$ cat src/rtl/apb_axi_bridge_mc_if.sv
`default_nettype none
// =============================================================================
// apb_axi_bridge_mc_if : APB slave + multi-port AXI4 master signal bundle
// Rev 1.0
// =============================================================================
interface apb_axi_bridge_mc_if #(
  parameter int ID_WIDTH    = 4,
  parameter int ADDR_WIDTH  = 32,
  parameter int DATA_WIDTH  = 32,
  parameter int DRAM_NUMBER = 2
);
  logic [ADDR_WIDTH-1:0]             PADDR;
  logic [DATA_WIDTH-1:0]             PWDATA;
  logic                              PSELx;
  logic                              PENABLE;
  logic                              PWRITE;
  logic [DATA_WIDTH-1:0]             PRDATA;
  logic                              PREADY;
  logic                              PSLVERR;

  logic [DRAM_NUMBER*ID_WIDTH-1:0]   arid_m_inf;
  logic [DRAM_NUMBER*ADDR_WIDTH-1:0] araddr_m_inf;
  logic [DRAM_NUMBER*4-1:0]          arlen_m_inf;
  logic [DRAM_NUMBER*3-1:0]          arsize_m_inf;
  logic [DRAM_NUMBER*2-1:0]          arburst_m_inf;
  logic [DRAM_NUMBER-1:0]            arvalid_m_inf;
  logic [DRAM_NUMBER-1:0]            arready_m_inf;

  logic [DRAM_NUMBER*ID_WIDTH-1:0]   rid_m_inf;
  logic [DRAM_NUMBER*DATA_WIDTH-1:0] rdata_m_inf;
  logic [DRAM_NUMBER*2-1:0]          rresp_m_inf;
  logic [DRAM_NUMBER-1:0]            rlast_m_inf;
  logic [DRAM_NUMBER-1:0]            rvalid_m_inf;
  logic [DRAM_NUMBER-1:0]            rready_m_inf;

  logic [ID_WIDTH-1:0]               awid_m_inf;
  logic [ADDR_WIDTH-1:0]             awaddr_m_inf;
  logic [2:0]                        awsize_m_inf;
  logic [1:0]                        awburst_m_inf;
  logic [3:0]                        awlen_m_inf;
  logic                              awvalid_m_inf;
  logic                              awready_m_inf;

  logic [DATA_WIDTH-1:0]             wdata_m_inf;
  logic                              wlast_m_inf;
  logic                              wvalid_m_inf;
  logic                              wready_m_inf;

  logic [ID_WIDTH-1:0]               bid_m_inf;
  logic [1:0]                        bresp_m_inf;
  logic                              bvalid_m_inf;
  logic                              bready_m_inf;

  // Bridge side: APB slave, AXI master
  modport slave (
    input  PADDR, PWDATA, PSELx, PENABLE, PWRITE,
    output PRDATA, PREADY, PSLVERR,
    output arid_m_inf, araddr_m_inf, arlen_m_inf, arsize_m_inf, arburst_m_inf, arvalid_m_inf,
    input  arready_m_inf,
    input  rid_m_inf, rdata_m_inf, rresp_m_inf, rlast_m_inf, rvalid_m_inf,
    output rready_m_inf,
    output awid_m_inf, awaddr_m_inf, awsize_m_inf, awburst_m_inf, awlen_m_inf, awvalid_m_inf,
    input  awready_m_inf,
    output wdata_m_inf, wlast_m_inf, wvalid_m_inf,
    input  wready_m_inf,
    input  bid_m_inf, bresp_m_inf, bvalid_m_inf,
    output bready_m_inf
  );

  // Environment side: APB host plus AXI slaves
  modport master (
    output PADDR, PWDATA, PSELx, PENABLE, PWRITE,
    input  PRDATA, PREADY, PSLVERR,
    input  arid_m_inf, araddr_m_inf, arlen_m_inf, arsize_m_inf, arburst_m_inf, arvalid_m_inf,
    output arready_m_inf,
    output rid_m_inf, rdata_m_inf, rresp_m_inf, rlast_m_inf, rvalid_m_inf,
    input  rready_m_inf,
    input  awid_m_inf, awaddr_m_inf, awsize_m_inf, awburst_m_inf, awlen_m_inf, awvalid_m_inf,
    output awready_m_inf,
    input  wdata_m_inf, wlast_m_inf, wvalid_m_inf,
    output wready_m_inf,
    output bid_m_inf, bresp_m_inf, bvalid_m_inf,
    input  bready_m_inf
  );
endinterface
`default_nettype wire

$ cat src/rtl/apb_axi_bridge_mc.sv
`default_nettype none
// =============================================================================
// apb_axi_bridge_mc : APB slave to AXI4 master bridge, N read ports, 1 write port
// Rev 1.0
// =============================================================================
module apb_axi_bridge_mc #(
  parameter int ID_WIDTH    = 4,
  parameter int ADDR_WIDTH  = 32,
  parameter int DATA_WIDTH  = 32,
  parameter int DRAM_NUMBER = 2,
  parameter int SEL_LSB     = 16
) (
  input  wire logic          clk,
  input  wire logic          rst_n,
  apb_axi_bridge_mc_if.slave bus
);
  localparam int             CW     = (DRAM_NUMBER > 1) ? $clog2(DRAM_NUMBER) : 1;
  localparam logic [CW:0]    NPORTS = (CW+1)'(DRAM_NUMBER);
  localparam logic [2:0]     AXSIZE = 3'($clog2(DATA_WIDTH/8));

  typedef enum logic [2:0] {
    IDLE = 3'd0,
    AR   = 3'd1,
    R    = 3'd2,
    W    = 3'd3,
    B    = 3'd4,
    RESP = 3'd5
  } state_t;

  state_t                  state, state_nx;
  logic [ADDR_WIDTH-1:0]   addr_q, addr_nx;
  logic [DATA_WIDTH-1:0]   wdata_q, wdata_nx;
  logic [DATA_WIDTH-1:0]   data_q, data_nx;
  logic [CW-1:0]           ch_q, ch_nx;
  logic                    err_q, err_nx;
  logic                    aw_done, aw_done_nx;
  logic                    w_done, w_done_nx;
  logic                    pready_q, pready_nx;
  logic [DATA_WIDTH-1:0]   prdata_q, prdata_nx;
  logic                    pslverr_q, pslverr_nx;
  logic                    respond;

  logic                    arready_sel, rvalid_sel, rlast_sel;
  logic [1:0]              rresp_sel;
  logic [ID_WIDTH-1:0]     rid_sel;
  logic [DATA_WIDTH-1:0]   rdata_sel;
  logic                    unused_bid;

  assign unused_bid = ^bus.bid_m_inf;

  // Only the latched channel is ever looked at; other ports are don't-care
  always_comb begin
    arready_sel = 1'b0;
    rvalid_sel  = 1'b0;
    rlast_sel   = 1'b0;
    rresp_sel   = '0;
    rid_sel     = '0;
    rdata_sel   = '0;
    for (int k = 0; k < DRAM_NUMBER; k++) begin
      if (ch_q == CW'(k)) begin
        arready_sel = bus.arready_m_inf[k];
        rvalid_sel  = bus.rvalid_m_inf[k];
        rlast_sel   = bus.rlast_m_inf[k];
        rresp_sel   = bus.rresp_m_inf[k*2 +: 2];
        rid_sel     = bus.rid_m_inf[k*ID_WIDTH +: ID_WIDTH];
        rdata_sel   = bus.rdata_m_inf[k*DATA_WIDTH +: DATA_WIDTH];
      end
    end
  end

  always_comb begin
    state_nx   = state;
    addr_nx    = addr_q;
    wdata_nx   = wdata_q;
    data_nx    = data_q;
    ch_nx      = ch_q;
    err_nx     = err_q;
    aw_done_nx = aw_done;
    w_done_nx  = w_done;
    respond    = 1'b0;
    pready_nx  = 1'b0;
    prdata_nx  = '0;
    pslverr_nx = 1'b0;
    case (state)
      IDLE: begin
        if (bus.PSELx && !bus.PENABLE) begin
          addr_nx    = bus.PADDR;
          wdata_nx   = bus.PWDATA;
          ch_nx      = bus.PADDR[SEL_LSB +: CW];
          data_nx    = '0;
          err_nx     = 1'b0;
          aw_done_nx = 1'b0;
          w_done_nx  = 1'b0;
          if (bus.PWRITE) begin
            state_nx = W;
          end else if ({1'b0, ch_nx} < NPORTS) begin
            state_nx = AR;
          end else begin
            state_nx = RESP;
            err_nx   = 1'b1;
          end
        end
      end
      AR: begin
        if (arready_sel) state_nx = R;
      end
      R: begin
        if (rvalid_sel) begin
          data_nx  = rdata_sel;
          err_nx   = (rresp_sel != 2'b00) || (rid_sel != ID_WIDTH'(ch_q)) || !rlast_sel;
          state_nx = RESP;
          respond  = 1'b1;
        end
      end
      W: begin
        aw_done_nx = aw_done | bus.awready_m_inf;
        w_done_nx  = w_done  | bus.wready_m_inf;
        if (aw_done_nx && w_done_nx) state_nx = B;
      end
      B: begin
        if (bus.bvalid_m_inf) begin
          err_nx   = (bus.bresp_m_inf != 2'b00);
          state_nx = RESP;
          respond  = 1'b1;
        end
      end
      RESP: begin
        if (pready_q) state_nx = IDLE;
        else          respond  = 1'b1;
      end
      default: state_nx = IDLE;
    endcase
    // Completion can be signalled on the same edge the AXI response lands,
    // which is what keeps the minimum APB latency at three cycles.
    if (respond && bus.PSELx && bus.PENABLE) begin
      pready_nx  = 1'b1;
      prdata_nx  = data_nx;
      pslverr_nx = err_nx;
    end
  end

  always_ff @(posedge clk or negedge rst_n) begin
    if (!rst_n) begin
      state     <= IDLE;
      addr_q    <= '0;
      wdata_q   <= '0;
      data_q    <= '0;
      ch_q      <= '0;
      err_q     <= 1'b0;
      aw_done   <= 1'b0;
      w_done    <= 1'b0;
      pready_q  <= 1'b0;
      prdata_q  <= '0;
      pslverr_q <= 1'b0;
    end else begin
      state     <= state_nx;
      addr_q    <= addr_nx;
      wdata_q   <= wdata_nx;
      data_q    <= data_nx;
      ch_q      <= ch_nx;
      err_q     <= err_nx;
      aw_done   <= aw_done_nx;
      w_done    <= w_done_nx;
      pready_q  <= pready_nx;
      prdata_q  <= prdata_nx;
      pslverr_q <= pslverr_nx;
    end
  end

  assign bus.PREADY  = pready_q;
  assign bus.PRDATA  = prdata_q;
  assign bus.PSLVERR = pslverr_q;

  for (genvar k = 0; k < DRAM_NUMBER; k++) begin : g_rd_port
    localparam logic [CW-1:0] K = CW'(k);
    assign bus.arid_m_inf[k*ID_WIDTH +: ID_WIDTH]       = ID_WIDTH'(k);
    assign bus.araddr_m_inf[k*ADDR_WIDTH +: ADDR_WIDTH] = (ch_q == K) ? addr_q : '0;
    assign bus.arlen_m_inf[k*4 +: 4]                    = 4'd0;
    assign bus.arsize_m_inf[k*3 +: 3]                   = AXSIZE;
    assign bus.arburst_m_inf[k*2 +: 2]                  = 2'b01;
    assign bus.arvalid_m_inf[k]                         = (state == AR) && (ch_q == K);
    assign bus.rready_m_inf[k]                          = (state == R)  && (ch_q == K);
  end

  assign bus.awid_m_inf    = '0;
  assign bus.awaddr_m_inf  = addr_q;
  assign bus.awsize_m_inf  = AXSIZE;
  assign bus.awburst_m_inf = 2'b01;
  assign bus.awlen_m_inf   = 4'd0;
  assign bus.awvalid_m_inf = (state == W) && !aw_done;
  assign bus.wdata_m_inf   = wdata_q;
  assign bus.wvalid_m_inf  = (state == W) && !w_done;
  assign bus.wlast_m_inf   = bus.wvalid_m_inf;
  assign bus.bready_m_inf  = (state == B);

endmodule
`default_nettype wire

$ cat src/flat_wrapper.sv
// flat-port wrapper written by rule: the top's interface ports become plain ports
module apb_axi_bridge_mc_flat 
#(
  parameter int ID_WIDTH    = 4,
  parameter int ADDR_WIDTH  = 32,
  parameter int DATA_WIDTH  = 32,
  parameter int DRAM_NUMBER = 2,
  parameter int SEL_LSB     = 16
)
  (clk, rst_n, bus_PADDR, bus_PWDATA, bus_PSELx, bus_PENABLE, bus_PWRITE, bus_PRDATA, bus_PREADY, bus_PSLVERR, bus_arid_m_inf, bus_araddr_m_inf, bus_arlen_m_inf, bus_arsize_m_inf, bus_arburst_m_inf, bus_arvalid_m_inf, bus_arready_m_inf, bus_rid_m_inf, bus_rdata_m_inf, bus_rresp_m_inf, bus_rlast_m_inf, bus_rvalid_m_inf, bus_rready_m_inf, bus_awid_m_inf, bus_awaddr_m_inf, bus_awsize_m_inf, bus_awburst_m_inf, bus_awlen_m_inf, bus_awvalid_m_inf, bus_awready_m_inf, bus_wdata_m_inf, bus_wlast_m_inf, bus_wvalid_m_inf, bus_wready_m_inf, bus_bid_m_inf, bus_bresp_m_inf, bus_bvalid_m_inf, bus_bready_m_inf);
  apb_axi_bridge_mc_if #(.ID_WIDTH(ID_WIDTH), .ADDR_WIDTH(ADDR_WIDTH), .DATA_WIDTH(DATA_WIDTH), .DRAM_NUMBER(DRAM_NUMBER)) bus_i ();
  input  wire logic clk;
  input  wire logic rst_n;
  input wire logic [$bits(bus_i.PADDR)-1:0] bus_PADDR;
  input wire logic [$bits(bus_i.PWDATA)-1:0] bus_PWDATA;
  input wire logic [$bits(bus_i.PSELx)-1:0] bus_PSELx;
  input wire logic [$bits(bus_i.PENABLE)-1:0] bus_PENABLE;
  input wire logic [$bits(bus_i.PWRITE)-1:0] bus_PWRITE;
  output wire logic [$bits(bus_i.PRDATA)-1:0] bus_PRDATA;
  output wire logic [$bits(bus_i.PREADY)-1:0] bus_PREADY;
  output wire logic [$bits(bus_i.PSLVERR)-1:0] bus_PSLVERR;
  output wire logic [$bits(bus_i.arid_m_inf)-1:0] bus_arid_m_inf;
  output wire logic [$bits(bus_i.araddr_m_inf)-1:0] bus_araddr_m_inf;
  output wire logic [$bits(bus_i.arlen_m_inf)-1:0] bus_arlen_m_inf;
  output wire logic [$bits(bus_i.arsize_m_inf)-1:0] bus_arsize_m_inf;
  output wire logic [$bits(bus_i.arburst_m_inf)-1:0] bus_arburst_m_inf;
  output wire logic [$bits(bus_i.arvalid_m_inf)-1:0] bus_arvalid_m_inf;
  input wire logic [$bits(bus_i.arready_m_inf)-1:0] bus_arready_m_inf;
  input wire logic [$bits(bus_i.rid_m_inf)-1:0] bus_rid_m_inf;
  input wire logic [$bits(bus_i.rdata_m_inf)-1:0] bus_rdata_m_inf;
  input wire logic [$bits(bus_i.rresp_m_inf)-1:0] bus_rresp_m_inf;
  input wire logic [$bits(bus_i.rlast_m_inf)-1:0] bus_rlast_m_inf;
  input wire logic [$bits(bus_i.rvalid_m_inf)-1:0] bus_rvalid_m_inf;
  output wire logic [$bits(bus_i.rready_m_inf)-1:0] bus_rready_m_inf;
  output wire logic [$bits(bus_i.awid_m_inf)-1:0] bus_awid_m_inf;
  output wire logic [$bits(bus_i.awaddr_m_inf)-1:0] bus_awaddr_m_inf;
  output wire logic [$bits(bus_i.awsize_m_inf)-1:0] bus_awsize_m_inf;
  output wire logic [$bits(bus_i.awburst_m_inf)-1:0] bus_awburst_m_inf;
  output wire logic [$bits(bus_i.awlen_m_inf)-1:0] bus_awlen_m_inf;
  output wire logic [$bits(bus_i.awvalid_m_inf)-1:0] bus_awvalid_m_inf;
  input wire logic [$bits(bus_i.awready_m_inf)-1:0] bus_awready_m_inf;
  output wire logic [$bits(bus_i.wdata_m_inf)-1:0] bus_wdata_m_inf;
  output wire logic [$bits(bus_i.wlast_m_inf)-1:0] bus_wlast_m_inf;
  output wire logic [$bits(bus_i.wvalid_m_inf)-1:0] bus_wvalid_m_inf;
  input wire logic [$bits(bus_i.wready_m_inf)-1:0] bus_wready_m_inf;
  input wire logic [$bits(bus_i.bid_m_inf)-1:0] bus_bid_m_inf;
  input wire logic [$bits(bus_i.bresp_m_inf)-1:0] bus_bresp_m_inf;
  input wire logic [$bits(bus_i.bvalid_m_inf)-1:0] bus_bvalid_m_inf;
  output wire logic [$bits(bus_i.bready_m_inf)-1:0] bus_bready_m_inf;
  assign bus_i.PADDR = bus_PADDR;
  assign bus_i.PWDATA = bus_PWDATA;
  assign bus_i.PSELx = bus_PSELx;
  assign bus_i.PENABLE = bus_PENABLE;
  assign bus_i.PWRITE = bus_PWRITE;
  assign bus_PRDATA = bus_i.PRDATA;
  assign bus_PREADY = bus_i.PREADY;
  assign bus_PSLVERR = bus_i.PSLVERR;
  assign bus_arid_m_inf = bus_i.arid_m_inf;
  assign bus_araddr_m_inf = bus_i.araddr_m_inf;
  assign bus_arlen_m_inf = bus_i.arlen_m_inf;
  assign bus_arsize_m_inf = bus_i.arsize_m_inf;
  assign bus_arburst_m_inf = bus_i.arburst_m_inf;
  assign bus_arvalid_m_inf = bus_i.arvalid_m_inf;
  assign bus_i.arready_m_inf = bus_arready_m_inf;
  assign bus_i.rid_m_inf = bus_rid_m_inf;
  assign bus_i.rdata_m_inf = bus_rdata_m_inf;
  assign bus_i.rresp_m_inf = bus_rresp_m_inf;
  assign bus_i.rlast_m_inf = bus_rlast_m_inf;
  assign bus_i.rvalid_m_inf = bus_rvalid_m_inf;
  assign bus_rready_m_inf = bus_i.rready_m_inf;
  assign bus_awid_m_inf = bus_i.awid_m_inf;
  assign bus_awaddr_m_inf = bus_i.awaddr_m_inf;
  assign bus_awsize_m_inf = bus_i.awsize_m_inf;
  assign bus_awburst_m_inf = bus_i.awburst_m_inf;
  assign bus_awlen_m_inf = bus_i.awlen_m_inf;
  assign bus_awvalid_m_inf = bus_i.awvalid_m_inf;
  assign bus_i.awready_m_inf = bus_awready_m_inf;
  assign bus_wdata_m_inf = bus_i.wdata_m_inf;
  assign bus_wlast_m_inf = bus_i.wlast_m_inf;
  assign bus_wvalid_m_inf = bus_i.wvalid_m_inf;
  assign bus_i.wready_m_inf = bus_wready_m_inf;
  assign bus_i.bid_m_inf = bus_bid_m_inf;
  assign bus_i.bresp_m_inf = bus_bresp_m_inf;
  assign bus_i.bvalid_m_inf = bus_bvalid_m_inf;
  assign bus_bready_m_inf = bus_i.bready_m_inf;
  apb_axi_bridge_mc #(.ID_WIDTH(ID_WIDTH), .ADDR_WIDTH(ADDR_WIDTH), .DATA_WIDTH(DATA_WIDTH), .DRAM_NUMBER(DRAM_NUMBER), .SEL_LSB(SEL_LSB)) u_core (.clk(clk), .rst_n(rst_n), .bus(bus_i));
endmodule
$ cat config.mk
export PLATFORM = sky130hd
export DESIGN_NAME = apb_axi_bridge_mc_flat
export DESIGN_NICKNAME = d
export VERILOG_FILES = /design/src/rtl/apb_axi_bridge_mc_if.sv /design/src/rtl/apb_axi_bridge_mc.sv /design/src/flat_wrapper.sv
export SDC_FILE = /design/constraint.sdc
export NUM_CORES = 1
export LEC_CHECK = 0
export CORE_MARGIN = 4
export CORE_UTILIZATION = 34
export DETAILED_ROUTE_END_ITERATION = 6
export PLACE_DENSITY = 0.76
export SETUP_SLACK_MARGIN = 0.2
export SLEW_MARGIN = 10
export SYNTH_ARGS = -nofsm -noshare
export SYNTH_HDL_FRONTEND = slang
export SYNTH_SLANG_ARGS = --single-unit
$ cat constraint.sdc
create_clock -name clk -period 1.73 [get_ports clk]
set_input_delay 0.346 -clock clk [delete_from_list [all_inputs] [get_ports clk]]
set_output_delay 0.346 -clock clk [all_outputs]
set_load 0.01 [all_outputs]
; ---- Word level (Yosys, flattened, before mapping)
; Index checks and enable logic that the tools add are counted.
[op_classes]
eq_ne = 12
muxes = 33
bitwise_logic = 3
reduce_logical = 23
[ops]
columns = op, count
row1 = $mux W32, 6
row2 = $pmux W32 S2, 1
row3 = $mux W3, 6
row4 = $pmux W3 S6, 1
row5 = $mux W1, 12
row6 = $logic_and A1 B1 Y1, 10
row7 = $ne A2 B1 Y1 const B, 5
row8 = $eq A3 B2 Y1 const B, 2
row9 = $eq A3 B3 Y1 const B, 2
row10 = $pmux W1 S3, 2
row11 = $reduce_and A6 Y1, 1
row12 = $reduce_bool A2 Y1, 3
row13 = $logic_not A1 Y1, 4
row14 = $mux W2, 2
row15 = $mux W4, 1
row16 = $ne A4 B1 Y1, 1
row17 = $pmux W1 S2, 2
row18 = $reduce_and A2 Y1, 2
row19 = $eq A3 B1 Y1 const B, 1
row20 = $logic_not A3 Y1, 1
row21 = $logic_or A1 B1 Y1, 2
row22 = $ne A2 B2 Y1 const B, 1
row23 = $or A1 B1 Y1, 2
row24 = $not A1 Y1, 1
[totals]
regBits = 137
inputBits = 160
output_inout_bits = 209
elab_cells = 82

; ---- Longest topological paths before layout
; Gate-level depths: netlist of run 1.
[logic_depth]
ltp_word = 7
mapped_depth = 8
depth_no_buf = 6

; ---- Least setup slack after synthesis of run 1
; OpenSTA, ideal clock, no wires.
[synth_path]
path_type = flip-flop to flip-flop
startpoint = register u_core.state[0]
endpoint = register u_core.addr_q[10], in the netlist u_core.bus.awaddr_m_inf[10]
setup_ps = 125
t_arrival_ps = 1638
required_time_ps = 1605
slack_ps = -33
path_stages_with_launch = 8
n_path_buf = 3
synth_period_minus_slack_ps = 1763
path_cell_list = dfrtp_1 > buf_6 > nor2_1 > nand2_1 > nor2_1 > buf_2 > buf_4 > mux2_2
[synth_via]
elab_chain_len = 2
[synth_rtl]
columns = item, line
row1 = from (decl), apb_axi_bridge_mc.sv:30  ; state_t state, state_nx;
row2 = from (signal assigned), apb_axi_bridge_mc.sv:156  ; state <= state_nx;
row3 = $logic_not A3 Y1, apb_axi_bridge_mc.sv:84  ; case (state)
row4 = $reduce_and A2 Y1 (no source line), -
row5 = to (signal assigned), apb_axi_bridge_mc.sv:157  ; addr_q <= addr_nx;
row6 = to (decl), apb_axi_bridge_mc.sv:31  ; logic [ADDR_WIDTH-1:0] addr_q, addr_nx;
; No other way between the ends.
; A chain may end at the register's enable or synchronous reset.

==> results_dict.tcl, run 1 <==
set metrics [dict create \
    port-buffer-count 324 \
    rsz0062_at_grt "true" \
    synth_area_leaders "dfrtp_1 (55%), mux2_2 (12%), and2_1 (6.6%), buf_4 (5.7%), mux2i_1 (5.3%)" \
    vdd.ir_drop.worst_v 0.00103 \
    ys.flop_type "dfrtp_1" \
    setup_viol 203 \
    first_iter_violations 175 \
    crit_path_end_kind "flip-flop" \
    htree_levels 4 \
    initial_core_util 0.345 \
    hp-class "in2async" \
    dp_cells 1047 \
    yosysMostFrequentCell "dfrtp_1" \
    path_class "reg2reg" \
    clockBufferDepth 2 \
    fin_util 0.675 \
    fin_skew_ps 9.79 \
    finalHoldViolations 0 \
    synth_edf_count 0 \
    worst_ep_arrival_time_ps 2350 \
    cts_sinks 136 \
    worst-r2r-setup-slack_ps -270 \
    startpoint_type "flip-flop" \
    ys_types 37 \
    chipHeight_um 143 \
    final_nets 1063 \
    vias 5183 \
    synth_cells 490 \
    ys_ff_latch 136 \
    wl_mm 21.4 \
    violations "negative setup slack" \
    synthTopCellsByCount "dfrtp_1 (136), mux2_2 (66), and2_1 (65)" \
    setup_tns_ps -26140 \
    die_x_um 143 \
    yosysSeqAreaShare 0.550 \
    drv_slew 0 \
    powerDensity_nw_per_um2 1630 \
    required_ps 2080 \
    async_flop_share 1.00 \
    num_antenna_cells 0 \
    grt_usage 0.191 \
    rows 49 \
    grt_pass1_vias 5285 \
    drv_cap 0 \
    fin_crit_sh 1.16 \
    cp_max_fo 7 \
    clk_pin_slew_worst_paths_ps 60 \
    io_pins 369 \
    leakage_uw 0.00661 \
    first_pass_iters 4 \
    via_per_inst 4.53 \
    post-place-ws_ps -345 \
    fin_ws_ps -272 \
    post-route-drc-count 0 \
    grt_pass1_wl_mm 30.0 \
    synth_area_leader_cell "dfrtp_1" \
    clockRootBuffer "clkbuf_16" \
    ant_nets 0 \
    post_route_cells_drive_above_1_share 0.374 \
    place.gp.congestion 0.773 \
    p_clk_frac 0.176 \
    p_seq_frac 0.270 \
    layout.cells.non_filler 1145 \
    grt_max_degree 46 \
    antenna_found_initial 0 \
    total_power_uw 19700 \
    fmax_mhz 500 \
    dpl.hpwl_mm 14.2 \
    synth_area_um2 6180 \
    switchingPower_uw 6500 \
    p_int_uw 13200 \
    period_minus_slack_ps 2000 \
    clkLatencyLatePin_ps 410 \
    numCtsBuffers 17 \
    synth_top_area_frac 0.550 \
    cts_tree "yes" \
    postSynthAreaPerCell_um2 12.6 \
    overflow 0 \
    ys_warn_count 0 \
    wire_per_inst_um 18.7 \
    area_growth_pct 95.3 \
    swShare 0.330 \
    core_um2 17900 \
    power_frac_comb 0.554 \
    die-area_um2 20400 \
    outcome "finished with violations" \
]
==> routing by layer <==
| metal | global-route usage | vias up | wire length [um] |
|---|---|---|---|
| met3 | 0.0583 | 28 | 1630 |
| met2 | 0.341 | 205 | 11200 |
| li1 | - | 2426 | - |
| met1 | 0.220 | 2524 | 8160 |
| met4 | 0.0575 | 0 | 426 |
| met5 | 0 | - | 0 |
==> cells by family (layout without fill, tap and decap cells) <==
logic type / count (synthesis) / after routing / synth area share
AO/OA/AOI/OAI: 48 / 48 / 0.0662
buffers and inverters: 74 / 462 / 0.0801
flip-flops: 136 / 136 / 0.550
multiplexers: 99 / 99 / 0.174
other: 2 / 40 / 0.00121
AND/OR/NAND/NOR: 131 / 131 / 0.128
==> worst max-delay path, cell delays in order, from the launching register on <==
cell and delay, ps:
dfrtp_4 530, buf_6 150, mux2_4 310, or2_4 250, o211ai_4 180, clkbuf_16 250
o2bb2ai_4 120, and2_4 150
==> placed cells by master, fill, tap and decap left out, drive strengths merged, types with 3 or more instances in the layout <==
cell type	n
a21oi	4
and2	65
buf	160
clkbuf	22
clkdlybuf4s15	12
clkdlybuf4s50	154
clkinv	5
clkinvlp	3
conb	40
dfrtp	136
dlygate4sd2	8
dlymetal6s2s	87
inv	8
mux2	66
mux2i	33
nand2	8
nand3	3
nor2	9
nor2b	35
o21ai	3
o2bb2ai	32
==> worst paths after layout <==
check	from	endpoint	depth (start not counted)
setup reg to reg	u_core.bus.awaddr_m_inf[16]	u_core.bus.PRDATA[0]	7
hold reg to reg	u_core.data_q[6]	u_core.data_q[6]	1
hold / removal	rst_n	u_core.bus.PRDATA[20]	2
setup / recovery	u_core.bus.awaddr_m_inf[16]	u_core.bus.PRDATA[0]	7
max in group asynchronous	rst_n	u_core.bus.awaddr_m_inf[16]	3
min in group clk	u_core.data_q[6]	u_core.data_q[6]	1
==> registers in the layout (all words and copies together) (netlist names) <==
| signal | cells |
|---|---|
| u_core.bus.PRDATA | 32 |
| u_core.state | 3 |
| u_core.bus.wdata_m_inf | 32 |
| u_core.bus.PSLVERR | 1 |
| u_core.bus.PREADY | 1 |
| u_core.w_done | 1 |
| u_core.err_q | 1 |
| u_core.bus.awaddr_m_inf | 32 |
| u_core.data_q | 32 |
| u_core.aw_done | 1 |
==> power by group through the flow <==
| stage | sequential (uW) | clock [uW] | combinational, uW |
|---|---|---|---|
| floorplan | 5400 | 0 | 3580 |
| global placement | 5210 | 0 | 8200 |
| detailed placement | 5240 | 0 | 8320 |
| CTS | 5230 | 3570 | 9620 |
| global route | 5460 | 3710 | 11500 |
| finish | 5310 | 3470 | 10900 |
==> layout make-up <==
type	instances	area, um2
inverters	2	7.51
well taps	229	287
fillers	1302	5830
repair buffers	428	4780
clock inverters	15	143
flip-flops and latches	136	3410
multi-input cells	318	3020
clock buffers	17	425
==> metrics by stage <==
stage | cell area (um2) | hold WS, ps
after global placement | 9820 | 270
after global routing | 12100 | 430
after CTS | 11100 | 396
final | 12100 | 400
after floorplan | 6350 | 50.4
after detailed placement | 9820 | 275
==> timing repair <==
| action | 4_1_cts | 5_1_grt |
|---|---|---|
| endpoints found under the setup margin | 303 | 299 |
| buffers inserted | 24 | 25 |
| hold buffers | 1 | 0 |
| gates resized for setup | 355 | 230 |
| pin swaps | 10 | 26 |
| gates cloned | 12 | 4 |
| endpoints found under the hold margin | 37 | 0 |
Note: power is estimated with default switching activity, not from simulation.
==> inputs of run 2 (changes only) <==
--- a/config.mk
+++ b/config.mk
@@ -5,10 +5,11 @@
 export SDC_FILE = /design/constraint.sdc
 export NUM_CORES = 1
 export LEC_CHECK = 0
+export ABC_AREA = 1
 export CORE_MARGIN = 4
-export CORE_UTILIZATION = 34
+export CORE_UTILIZATION = 35
 export DETAILED_ROUTE_END_ITERATION = 6
-export PLACE_DENSITY = 0.76
+export PLACE_DENSITY = 0.77
 export SETUP_SLACK_MARGIN = 0.2
 export SLEW_MARGIN = 10
 export SYNTH_ARGS = -nofsm -noshare
==> results_dict.tcl, run 2 <==
set metrics [dict create \
    post-route-drc-count 0 \
    cts_sinks 136 \
    core_um2 18100 \
    crit_path_end_kind "output port" \
    clockBufferDepth 2 \
    ant_nets 0 \
    path_buf_inv 3 \
    clkLatencyLatePin_ps 410 \
    cts_tree "yes" \
    first_iter_violations 206 \
    setup_viol 59 \
    grt_usage 0.197 \
    final_nets 1328 \
    ys_types 26 \
    wl_mm 23.2 \
    antenna_found_initial 0 \
    synth_area_leaders "dfrtp_1 (53%), nand2_1 (19%), buf_4 (5.8%), inv_1 (4.6%), nor2_1 (3.1%)" \
    cp_top_family "buffers and inverters" \
    rsz0062_at_grt "true" \
    place_area_um2 9960 \
    postSynthAreaPerCell_um2 8.08 \
    yosysMostFrequentCell "nand2_1" \
    post-place-ws_ps -96.6 \
    required_ps 1380 \
    port-buffer-count 324 \
    numCtsBuffers 17 \
    place.gp.congestion 0.851 \
    synthTopCellsByCount "nand2_1 (320), dfrtp_1 (136), inv_1 (79)" \
    mostFrequentLayoutCell "nand2_1" \
    rows 49 \
    final_cell_mix "nand2_1 (264), clkdlybuf4s50_1 (191), dfrtp_1 (132)" \
    dpl.hpwl_mm 16.2 \
    yosysSeqAreaShare 0.527 \
    fin_crit_sh 1.11 \
    synth_top_area_frac 0.527 \
    synth_area_um2 6460 \
    power_frac_comb 0.538 \
    fin_skew_ps 5.23 \
    switchingPower_uw 7230 \
    path_class "reg2out" \
    grt_pass1_vias 6122 \
    initial_core_util 0.357 \
    post_route_cells_drive_above_1_share 0.272 \
    area_growth_pct 75.6 \
    crit_chain "buf_6, bufbuf_16, nor2_2, buf_2" \
    period_minus_slack_ps 1920 \
    fin_util 0.627 \
    leakage_uw 0.00600 \
    overflow 0 \
    drv_slew 0 \
    p_clk_frac 0.194 \
    async_flop_share 1.00 \
    layout.cells.non_filler 1409 \
    cp_max_fo 14 \
    vdd.ir_drop.worst_v 0.000648 \
    fin_ws_ps -192 \
    die-area_um2 20700 \
    worst_ep_arrival_time_ps 1580 \
    slowest_stage "dfrtp_4" \
    p_int_uw 11100 \
    slowest_delay_ps 480 \
    outcome "finished with violations" \
    drv_cap 0 \
    htree_levels 4 \
    ys_warn_count 0 \
    dp_cells 1344 \
    grt_pass1_wl_mm 31.3 \
    p_seq_frac 0.268 \
    clk_pin_slew_worst_paths_ps 60 \
    ys_ff_latch 136 \
    worst-r2r-setup-slack_ps 0 \
    fmax_mhz 520 \
    synth_cells 800 \
    grt_max_degree 41 \
    finalHoldViolations 0 \
    chipHeight_um 144 \
    first_pass_iters 4 \
    io_pins 369 \
    swShare 0.395 \
    powerDensity_nw_per_um2 1610 \
    violations "negative setup slack" \
    num_antenna_cells 0 \
    wire_per_inst_um 16.5 \
    hp-class "in2async" \
    startpoint_type "flip-flop" \
    whs_ps 424 \
    vias 6387 \
    clockRootBuffer "clkbuf_16" \
    die_x_um 144 \
    design_area_um2 11300 \
    ys.flop_type "dfrtp_1" \
    synth_area_leader_cell "dfrtp_1" \
    via_per_inst 4.53 \
    synth_edf_count 0 \
]
[run 2: changes by cell type in the layout (fill, tap and decap cells not counted), moves of 21 or more]
cell / change
and2_1: -43
and2_4: -22
clkdlybuf4s50_1: +37
dlygate4sd2_1: +39
dlymetal6s2s_1: -78
inv_1: +72
mux2_4: -66
mux2i_1: -33
nand2_1: +258
nand2_2: +45
nor2_2: +21
nor2b_1: -29
o21ai_0: +26
[run 2: area by class of cell]
| class | instances | area (um2) |
|---|---|---|
| Fill cell | 1498 | 6740 |
| Timing Repair Buffer | 393 | 4000 |
| Sequential cell | 136 | 3410 |
| Multi-Input combinational cell | 537 | 2740 |
| Clock buffer | 18 | 429 |
| Inverter | 83 | 334 |
| Tap cell | 229 | 287 |
| Clock inverter | 13 | 145 |
[run 2: what timing repair did]
action / in CTS / in global routing
gates resized for setup: 307 / 249
endpoints found under the hold margin: 35 / 0
cloned: 5 / 8
hold buffers: 1 / 0
setup endpoints to repair: 290 / 253
pin swaps: 5 / 40
setup buffers: 8 / 12
[run 2: worst paths after layout]
kind	start	end	cells past startpoint
min in group clk	u_core.bus.wdata_m_inf[18]	u_core.bus.wdata_m_inf[18]	2
max in group asynchronous	rst_n	u_core.bus.awaddr_m_inf[24]	3
min reg2reg	u_core.bus.wdata_m_inf[18]	u_core.bus.wdata_m_inf[18]	2
max	u_core.bus.awaddr_m_inf[16]	bus_araddr_m_inf[28]	4
min	rst_n	u_core.bus.PRDATA[24]	2
max reg2reg	u_core.bus.awaddr_m_inf[16]	u_core.bus.PRDATA[5]	10
[run 2: metrics by stage]
| stage | TNS (ps) | total power [uW] |
|---|---|---|
| after global routing | -13100 | 19400 |
| after CTS | -12550 | 16800 |
| after floorplan | 0 | 8650 |
| final | -8330 | 18300 |
| after global placement | -2750 | 13100 |
| after detailed placement | -4570 | 13200 |
[run 2: metal layers]
metal / track usage / part of all wire
met1: 0.214 / 0.36
met2: 0.349 / 0.52
met3: 0.0689 / 0.094
met4: 0.0808 / 0.027
met5: 0 / 0
[run 2: cells by family after synthesis]
logic type | count (synthesis) | synth area share
and+or+nand+nor | 410 | 0.262
AOI/OAI and AO/OA | 87 | 0.0743
DFF | 136 | 0.527
other | 2 | 0.00116
buffers and inverters | 165 | 0.136
[run 2: power groups by stage]
stage | registers (uW) | clock network (uW) | logic, uW
after floorplan | 5080 | 0 | 3570
after global placement | 4850 | 0 | 8220
after detailed placement | 4890 | 0 | 8360
after CTS | 4870 | 3640 | 8250
after global routing | 5020 | 3790 | 10600
final | 4900 | 3560 | 9840
